$ cat config.mk
export PLATFORM = sky130hd
export DESIGN_NAME = task_batcher
export DESIGN_NICKNAME = d
export VERILOG_FILES = /design/src/rtl/task_batcher.sv
export SDC_FILE = /design/constraint.sdc
export NUM_CORES = 1
export LEC_CHECK = 0
export ABC_AREA = 1
export CAP_MARGIN = 20
export CORE_MARGIN = 1.5
export CORE_UTILIZATION = 54
export DETAILED_ROUTE_END_ITERATION = 10
export PLACE_DENSITY = 0.79
export SKIP_LAST_GASP = 1
export SYNTH_ARGS = -nofsm -noshare
export SYNTH_HDL_FRONTEND = slang
export SYNTH_SLANG_ARGS = --single-unit
$ cat constraint.sdc
create_clock -name clk -period 4.4 [get_ports clk]
set_input_delay 0.88 -clock clk [delete_from_list [all_inputs] [get_ports clk]]
set_output_delay 0.88 -clock clk [all_outputs]
set_load 0.01 [all_outputs]
$ cat src/rtl/task_batcher.sv
// Task batcher: collects single-slot task requests into an 8-bit batch vector
// and hands the frozen batch to a downstream load balancer over a valid/ready pair.
module task_batcher #(
    parameter int unsigned TIMEOUT = 8
) (
    input  logic       clk,
    input  logic       reset,
    input  logic       req_valid,
    input  logic [2:0] req_id,
    output logic       req_ready,
    input  logic       flush,
    output logic [7:0] tasks,
    output logic       batch_valid,
    input  logic       batch_ready,
    output logic [3:0] pending,
    output logic       dup_err,
    output logic [1:0] state_dbg
);

    // Handshakes: a request is taken on any rising edge where req_valid && req_ready;
    // a batch is handed off on any rising edge where batch_valid && batch_ready.
    // tasks is held frozen from the rise of batch_valid until that hand-off edge.

    typedef enum logic [1:0] {
        IDLE    = 2'd0,
        COLLECT = 2'd1,
        ISSUE   = 2'd2
    } state_t;

    localparam logic [7:0] TIMER_LOAD = 8'(TIMEOUT - 1);

    state_t     state_q;
    state_t     state_d;
    logic [7:0] vec_q;
    logic [7:0] vec_d;
    logic [7:0] timer_q;
    logic [7:0] timer_d;
    logic [7:0] slot_mask;
    logic       accept;
    logic       slot_hit;

    function automatic logic [3:0] popcount8(input logic [7:0] v);
        logic [3:0] n;
        n = 4'd0;
        for (int i = 0; i < 8; i++) begin
            n = n + {3'd0, v[i]};
        end
        return n;
    endfunction

    assign req_ready = (state_q != ISSUE);
    assign state_dbg = state_q;
    assign accept    = req_valid && req_ready;
    assign slot_mask = 8'd1 << req_id;
    assign slot_hit  = accept && ((vec_q & slot_mask) != 8'd0);

    always_comb begin
        state_d = state_q;
        vec_d   = vec_q;
        timer_d = timer_q;
        case (state_q)
            IDLE: begin
                if (accept) begin
                    vec_d   = slot_mask;
                    timer_d = TIMER_LOAD;
                    state_d = flush ? ISSUE : COLLECT;
                end
            end
            COLLECT: begin
                if (accept) begin
                    vec_d = vec_q | slot_mask;
                end
                if (timer_q != 8'd0) begin
                    timer_d = timer_q - 8'd1;
                end
                // A request arriving on the closing edge still rides in this batch.
                if ((vec_d == 8'hFF) || (timer_q == 8'd0) || flush) begin
                    state_d = ISSUE;
                end
            end
            ISSUE: begin
                if (batch_ready) begin
                    vec_d   = 8'd0;
                    timer_d = 8'd0;
                    state_d = IDLE;
                end
            end
            default: begin
                vec_d   = 8'd0;
                timer_d = 8'd0;
                state_d = IDLE;
            end
        endcase
    end

    always_ff @(posedge clk or negedge reset) begin
        if (!reset) begin
            state_q     <= IDLE;
            vec_q       <= 8'd0;
            timer_q     <= 8'd0;
            tasks       <= 8'd0;
            batch_valid <= 1'b0;
            pending     <= 4'd0;
            dup_err     <= 1'b0;
        end else begin
            state_q     <= state_d;
            vec_q       <= vec_d;
            timer_q     <= timer_d;
            batch_valid <= (state_d == ISSUE);
            tasks       <= (state_d == ISSUE) ? vec_d : 8'd0;
            pending     <= popcount8(vec_d);
            dup_err     <= slot_hit;
        end
    end

endmodule

* Word-level counts from Yosys, hierarchy flattened
Cells that the tools add are included.
** Storage, ports and cells
- Output and inout port bits :: 17
- Bits in registers :: 32
- Input port bits :: 8
- Logic and storage cells :: 50
** Operators by class
- Bitwise logic cells :: 2
- Equal/unequal tests :: 8
- Shifts and indexed selects :: 1
- $add $sub $neg :: 8
- Multiplexer cells :: 15
- Reduce and logical (&&, ||, !) cells :: 9
** Operators by type and width (count)
- 8-bit 2-to-1 mux :: 8
- 8-bit one-hot mux with 3 select lines :: 2
- 4-bit by 1-bit adder with 4-bit output :: 4
- 8-bit nonzero test :: 2
- 8-bit AND :: 1
- 8-bit == test, second input constant :: 1
- 8-bit zero test :: 1
- 2-bit 2-to-1 mux :: 4
- 2-bit inequality test, second input constant :: 4
- 8-bit OR :: 1
- 1-bit by 3-bit << shifter with 8-bit output, first input constant :: 1
- 8-bit by 1-bit subtractor with 8-bit output, second input constant :: 1
- 2-bit one-hot mux with 3 select lines :: 1
- 3-bit by 1-bit adder with 4-bit output :: 1
- 2-bit == test, second input constant :: 2
- 2-bit by 1-bit adder with 3-bit output :: 1
- 3-bit AND reduction :: 1
- 1-bit by 1-bit adder with 2-bit output :: 1
- 2-bit by 1-bit == test with 1-bit output, second input constant :: 1
- 1-bit logical AND :: 2
- 2-bit zero test :: 1
- 1-bit logical OR :: 2

* Longest topological paths before layout
- Word-level depth :: 12
- Mapped depth :: 15
- Gate-level depth less buffers :: 15

* Worst setup path before layout
OpenSTA, ideal clock, no wires.
- Kind :: input -> register
- Start :: in req_id[2]
- End :: reg pending[2]
- Arrival time :: 3626 ps
- Path buffers :: 0
- Library setup time :: 123 ps
- Path slack :: 651 ps
- Stages on the path :: 14
- Data required time :: 4277 ps
- Path through :: inv_1 nand3_1 o21ai_1 a221oi_1 inv_1 fa_1 inv_1 fa_1 fa_1 inv_1 ha_1 inv_1 fa_1 xnor2_1
** Between the ends
- Elaborated cells between the ends (all ways) :: 13
- Classes of those cells :: 7 x add/sub; 1 x shift; 4 x mux; 1 x bitwise
** RTL lines
- from (decl) :: RTL line 9 : input logic [2:0] req_id,
- 1-bit by 3-bit << shifter with 8-bit output (*) :: RTL line 54 : assign slot_mask = 8'd1 << req_id;
- 8-bit OR :: RTL line 71 : vec_d = vec_q | slot_mask;
- 8-bit 2-to-1 mux :: RTL line 70 : if (accept) begin
- 8-bit 2-to-1 mux :: RTL line 61 : case (state_q)
- 8-bit one-hot mux with 3 select lines (*) :: RTL line 61
- named net vec_d[3] :: RTL line 35 : logic [7:0] vec_d;
- 3-bit by 1-bit adder with 4-bit output (*) :: RTL line 46 : n = n + {3'd0, v[i]};
- 4-bit by 1-bit adder with 4-bit output (*) (4 in a row) :: RTL line 46
- to (signal assigned) :: RTL line 111 : pending <= popcount8(vec_d);
- to (decl) :: RTL line 15 : output logic [3:0] pending,
The timed path passes the listed nets; every way through them passes the cells marked *. The select of a mux whose other input is x is not followed.
A chain may end at the register's enable or synchronous reset.

* Worst setup path in the final report
- Start :: in req_id[0]
- End :: reg pending[2]
The elaborated chain is that of the path after synthesis.

==> out/qor.csv <==
stage,metric,value,unit
outcome,status,"complete, no violations",
synth,ranking_of_synthesized_cells_by_instance_count,"41 x sky130_fd_sc_hd__inv_1, 41 x sky130_fd_sc_hd__nand2_1, 32 x sky130_fd_sc_hd__dfrtp_1",
placed_design,place.port_buffers,24,
global_route,first_global_vias,1453,
timing,worst_slew_pin_slew,423,ps
finish,post_route_cells_drive_above_1_share,12.4,%
placed_design,routabilityCongestion,0.940,
worst_setup_path,critPathLaunchType,input port,
placed_design,post-dp-hpwl,2.80,mm
timing,timing.final.max_slew_violations,0,
synth,syn-num-nets,229,
synth,seq_area_frac_synth,45.2,%
power_and_ir_drop,clock_share_of_power,17.2,%
worst_setup_path,worst-endpoint-arrival,4310,ps
worst_setup_path,critical_path_class,in2reg,
power_and_ir_drop,total_power_consumption_of_the_routed_design,1.28,mW
clocking,clock-sinks,32,
timing,slew-limit-headroom,71.8,%
die,num_io_pins,25,
power_and_ir_drop,power-per-cell-area,571,mW/mm²
route,route.detailed.drc,0,
power_and_ir_drop,power.switching,0.516,mW
global_route,overflow,0,
route,wl,3.68,mm
timing,setup_viol_count_final,0,
clocking,post_cts_resized,0,
clocking,cts_inserted_buffers,5,
clocking,postCtsSetupRepairBufs,0,
clocking,cts-hold-fix-buffers,0,
finish,insertedDiodeCount,0,
synth,dominantRegCellSynth,sky130_fd_sc_hd__dfrtp_1,
timing,grt_setup_unrepaired,no,
clocking,path_clk_slew,100,ps
global_route,grt_pass1_wl,6.32,mm
die,rows,20,
worst_hold_path,hold_path_class,reg2reg,
power_and_ir_drop,comb_power_share,49.5,%
power_and_ir_drop,swShare,40.3,%
clocking,clock_insertion_delay_worst_skew,340,ps
power_and_ir_drop,cell_internal_pwr,0.765,mW
die,initial_core_util,57.6,%
worst_setup_path,crit_path_end_kind,flop,
timing,finalHoldViolCount,0,
worst_setup_path,critical_path_peak_fanout,6,
die,coreArea,0.00308,mm²
global_route,grt_use_total,24.1,%
worst_setup_path,cpPeakStageDelay,500,ps
timing,layout_min_cycle_time,4070,ps
power_and_ir_drop,seqPwrFrac,33.3,%
clocking,clock_tree_from_tritoncts,yes,
synth,synth.cell_area,0.00177,mm²
placed_design,dpl_cell_area,0.00217,mm²
synth,synth-edff-count,0,
route,drtPass1Iterations,4,
synth,synth_top_area_share,45.2,%
flow_run,drv_cap,0,
timing,max_freq,0.246,GHz
power_and_ir_drop,power.ir.vdd_worst,0.377,mV
synth,synth_cell_type_count,30,
worst_setup_path,required,4640,ps
die,die_w,60.3,µm
clocking,clock-root-buffer,sky130_fd_sc_hd__clkbuf_4,
power_and_ir_drop,total_leakage_power,1.11,nW
synth,synth_area_leaders,"sky130_fd_sc_hd__dfrtp_1 45%, sky130_fd_sc_hd__inv_1 8.7%, sky130_fd_sc_hd__nand2_1 8.7%, sky130_fd_sc_hd__nor2_1 4.7%, sky130_fd_sc_hd__fa_1 4.5%",
synth,async_reset_ff_share,100,%
finish,final_design_area_no_fill,0.00224,mm²
global_route,antenna_violations_before_repair,0,
clocking,cts_max_path_buffers,2,
worst_setup_path,worst_path_max_delay_cell,sky130_fd_sc_hd__fa_1,
route,via_per_inst,5.01,
worst_setup_path,critical_path.cell_chain,clkdlybuf4s50_1 -> nand3_1 -> o21ai_1 -> a221oi_1 -> inv_1 -> fa_1 -> inv_1 -> fa_1 -> fa_1 -> inv_1 -> ha_1 -> inv_1 -> fa_1 -> xnor2_1,
timing,finalClockSkew,7.45,ps
die,floorplan.die.height,60.3,µm
route,number_of_nets_with_antenna_violations_after_detailed_routing,0,
clocking,htree_num_levels,2,
finish,num-nets-final,273,
synth,postSynthCellCount,213,
synth,syn_area_per_cell,8.32,µm²
synth,yosysWarningCount,0,
synth,synth-seq-cells,32,
finish,area_delta_synth_final,26.6,%
global_route,maximum_number_of_pins_on_one_net_before_global_route_repair,33,
timing,post-route-period-util,92.6,%
route,vias,1514,
die,fp.dieArea,0.00363,mm²
route,wl_per_cell,12.2,µm
worst_hold_path,worstHoldPathCells,2,
synth,synth_top_cell_by_area,sky130_fd_sc_hd__dfrtp_1,
worst_setup_path,r2r_cells,14,
route,drt-initial-drc-count,108,
worst max-delay path: cells and delay by family:
kind	cells	cell delay (ps)
XOR/XNOR	1	130
buffers and inverters	5	780
AND/OR/NAND/NOR	1	190
AO/OA/AOI/OAI	2	420
adder cells (fa/ha/maj)	5	1920
layout make-up:
cell class / instances / area (µm²)
flip-flops and latches: 32 / 801
inverters: 42 / 158
clock inverters: 2 / 35.0
clock buffers: 6 / 41.3
repair buffers: 39 / 353
multi-input cells: 137 / 801
well taps: 44 / 55.1
fillers: 260 / 835
cell usage in the layout (no fill, tap or decap), types with 2 or more instances in the layout:
master | synthesis | final
sky130_fd_sc_hd__a22oi_1 | 2 | 2
sky130_fd_sc_hd__dfrtp_1 | 32 | 32
sky130_fd_sc_hd__clkdlybuf4s50_1 | 0 | 24
sky130_fd_sc_hd__buf_4 | 1 | 15
sky130_fd_sc_hd__a21oi_1 | 9 | 9
sky130_fd_sc_hd__o21ai_1 | 5 | 5
sky130_fd_sc_hd__nand2_2 | 2 | 2
sky130_fd_sc_hd__xor2_1 | 5 | 5
sky130_fd_sc_hd__nor3_1 | 4 | 4
sky130_fd_sc_hd__nand2_4 | 3 | 3
sky130_fd_sc_hd__clkbuf_4 | 0 | 5
sky130_fd_sc_hd__xnor2_1 | 2 | 2
sky130_fd_sc_hd__nor2_1 | 22 | 22
sky130_fd_sc_hd__o31ai_1 | 5 | 5
sky130_fd_sc_hd__a221oi_1 | 3 | 3
sky130_fd_sc_hd__ha_1 | 4 | 4
sky130_fd_sc_hd__nand3_1 | 9 | 9
sky130_fd_sc_hd__o211ai_1 | 2 | 2
sky130_fd_sc_hd__fa_1 | 4 | 4
sky130_fd_sc_hd__nand2_1 | 41 | 41
sky130_fd_sc_hd__inv_1 | 41 | 41
sky130_fd_sc_hd__o21ai_0 | 7 | 7
routing by layer:
metal	up-vias	part of all wire, %	track usage, %
met5	-	0	0
met1	707	44	28.8
met2	33	50	41.8
li1	765	-	-
met4	0	2.0	8.25
met3	9	4.3	6.49
per-stage QoR:
step                setup slack (ps)  hold slack, ps  instances  TNS (ps)  utilization [%]
floorplan                        651             474        213         0                -
global route                     109             547        302         0             72.9
CTS                              316             532        302         0             72.9
finish                           327             525        302         0             72.9
detailed placement             -40.4             509        294     -78.4             70.4
global placement                12.3             504        294         0             70.4
path summary, 6_finish.rpt:
path	slack [ps]	from	end
worst max-delay path	330	req_id[0]	pending[2]
worst min-delay path	530	timer_q[4]	timer_q[4]
worst max register to register	770	state_dbg[1]	pending[2]
worst min register to register	530	timer_q[4]	timer_q[4]
max in group asynchronous	3190	reset	timer_q[3]
min in group asynchronous	920	reset	pending[0]
cells by family (layout without fill, tap and decap cells):
family	count (synthesis)	after routing	share of synthesized area, %
and+or+nand+nor	85	85	21.4
buffers and inverters	44	89	9.60
DFF	32	32	45.2
AOI/OAI and AO/OA	37	37	13.0
adders and majority gates	8	8	7.34
xor gates and xnor gates	7	7	3.46
state kept, by name (all words and copies together) (netlist names):
name         flops
batch_valid      1
vec_q            8
timer_q          8
state_dbg        2
dup_err          1
tasks            8
pending          4
power groups by stage:
stage	sequential [mW]	clock (mW)	combinational (mW)
final	0.426	0.220	0.634
after global routing	0.436	0.235	0.735
after CTS	0.427	0.225	0.639
after detailed placement	0.432	0	0.632
after global placement	0.430	0	0.626
after floorplan	0.433	0	0.403
(Power assumes the default switching activity.)
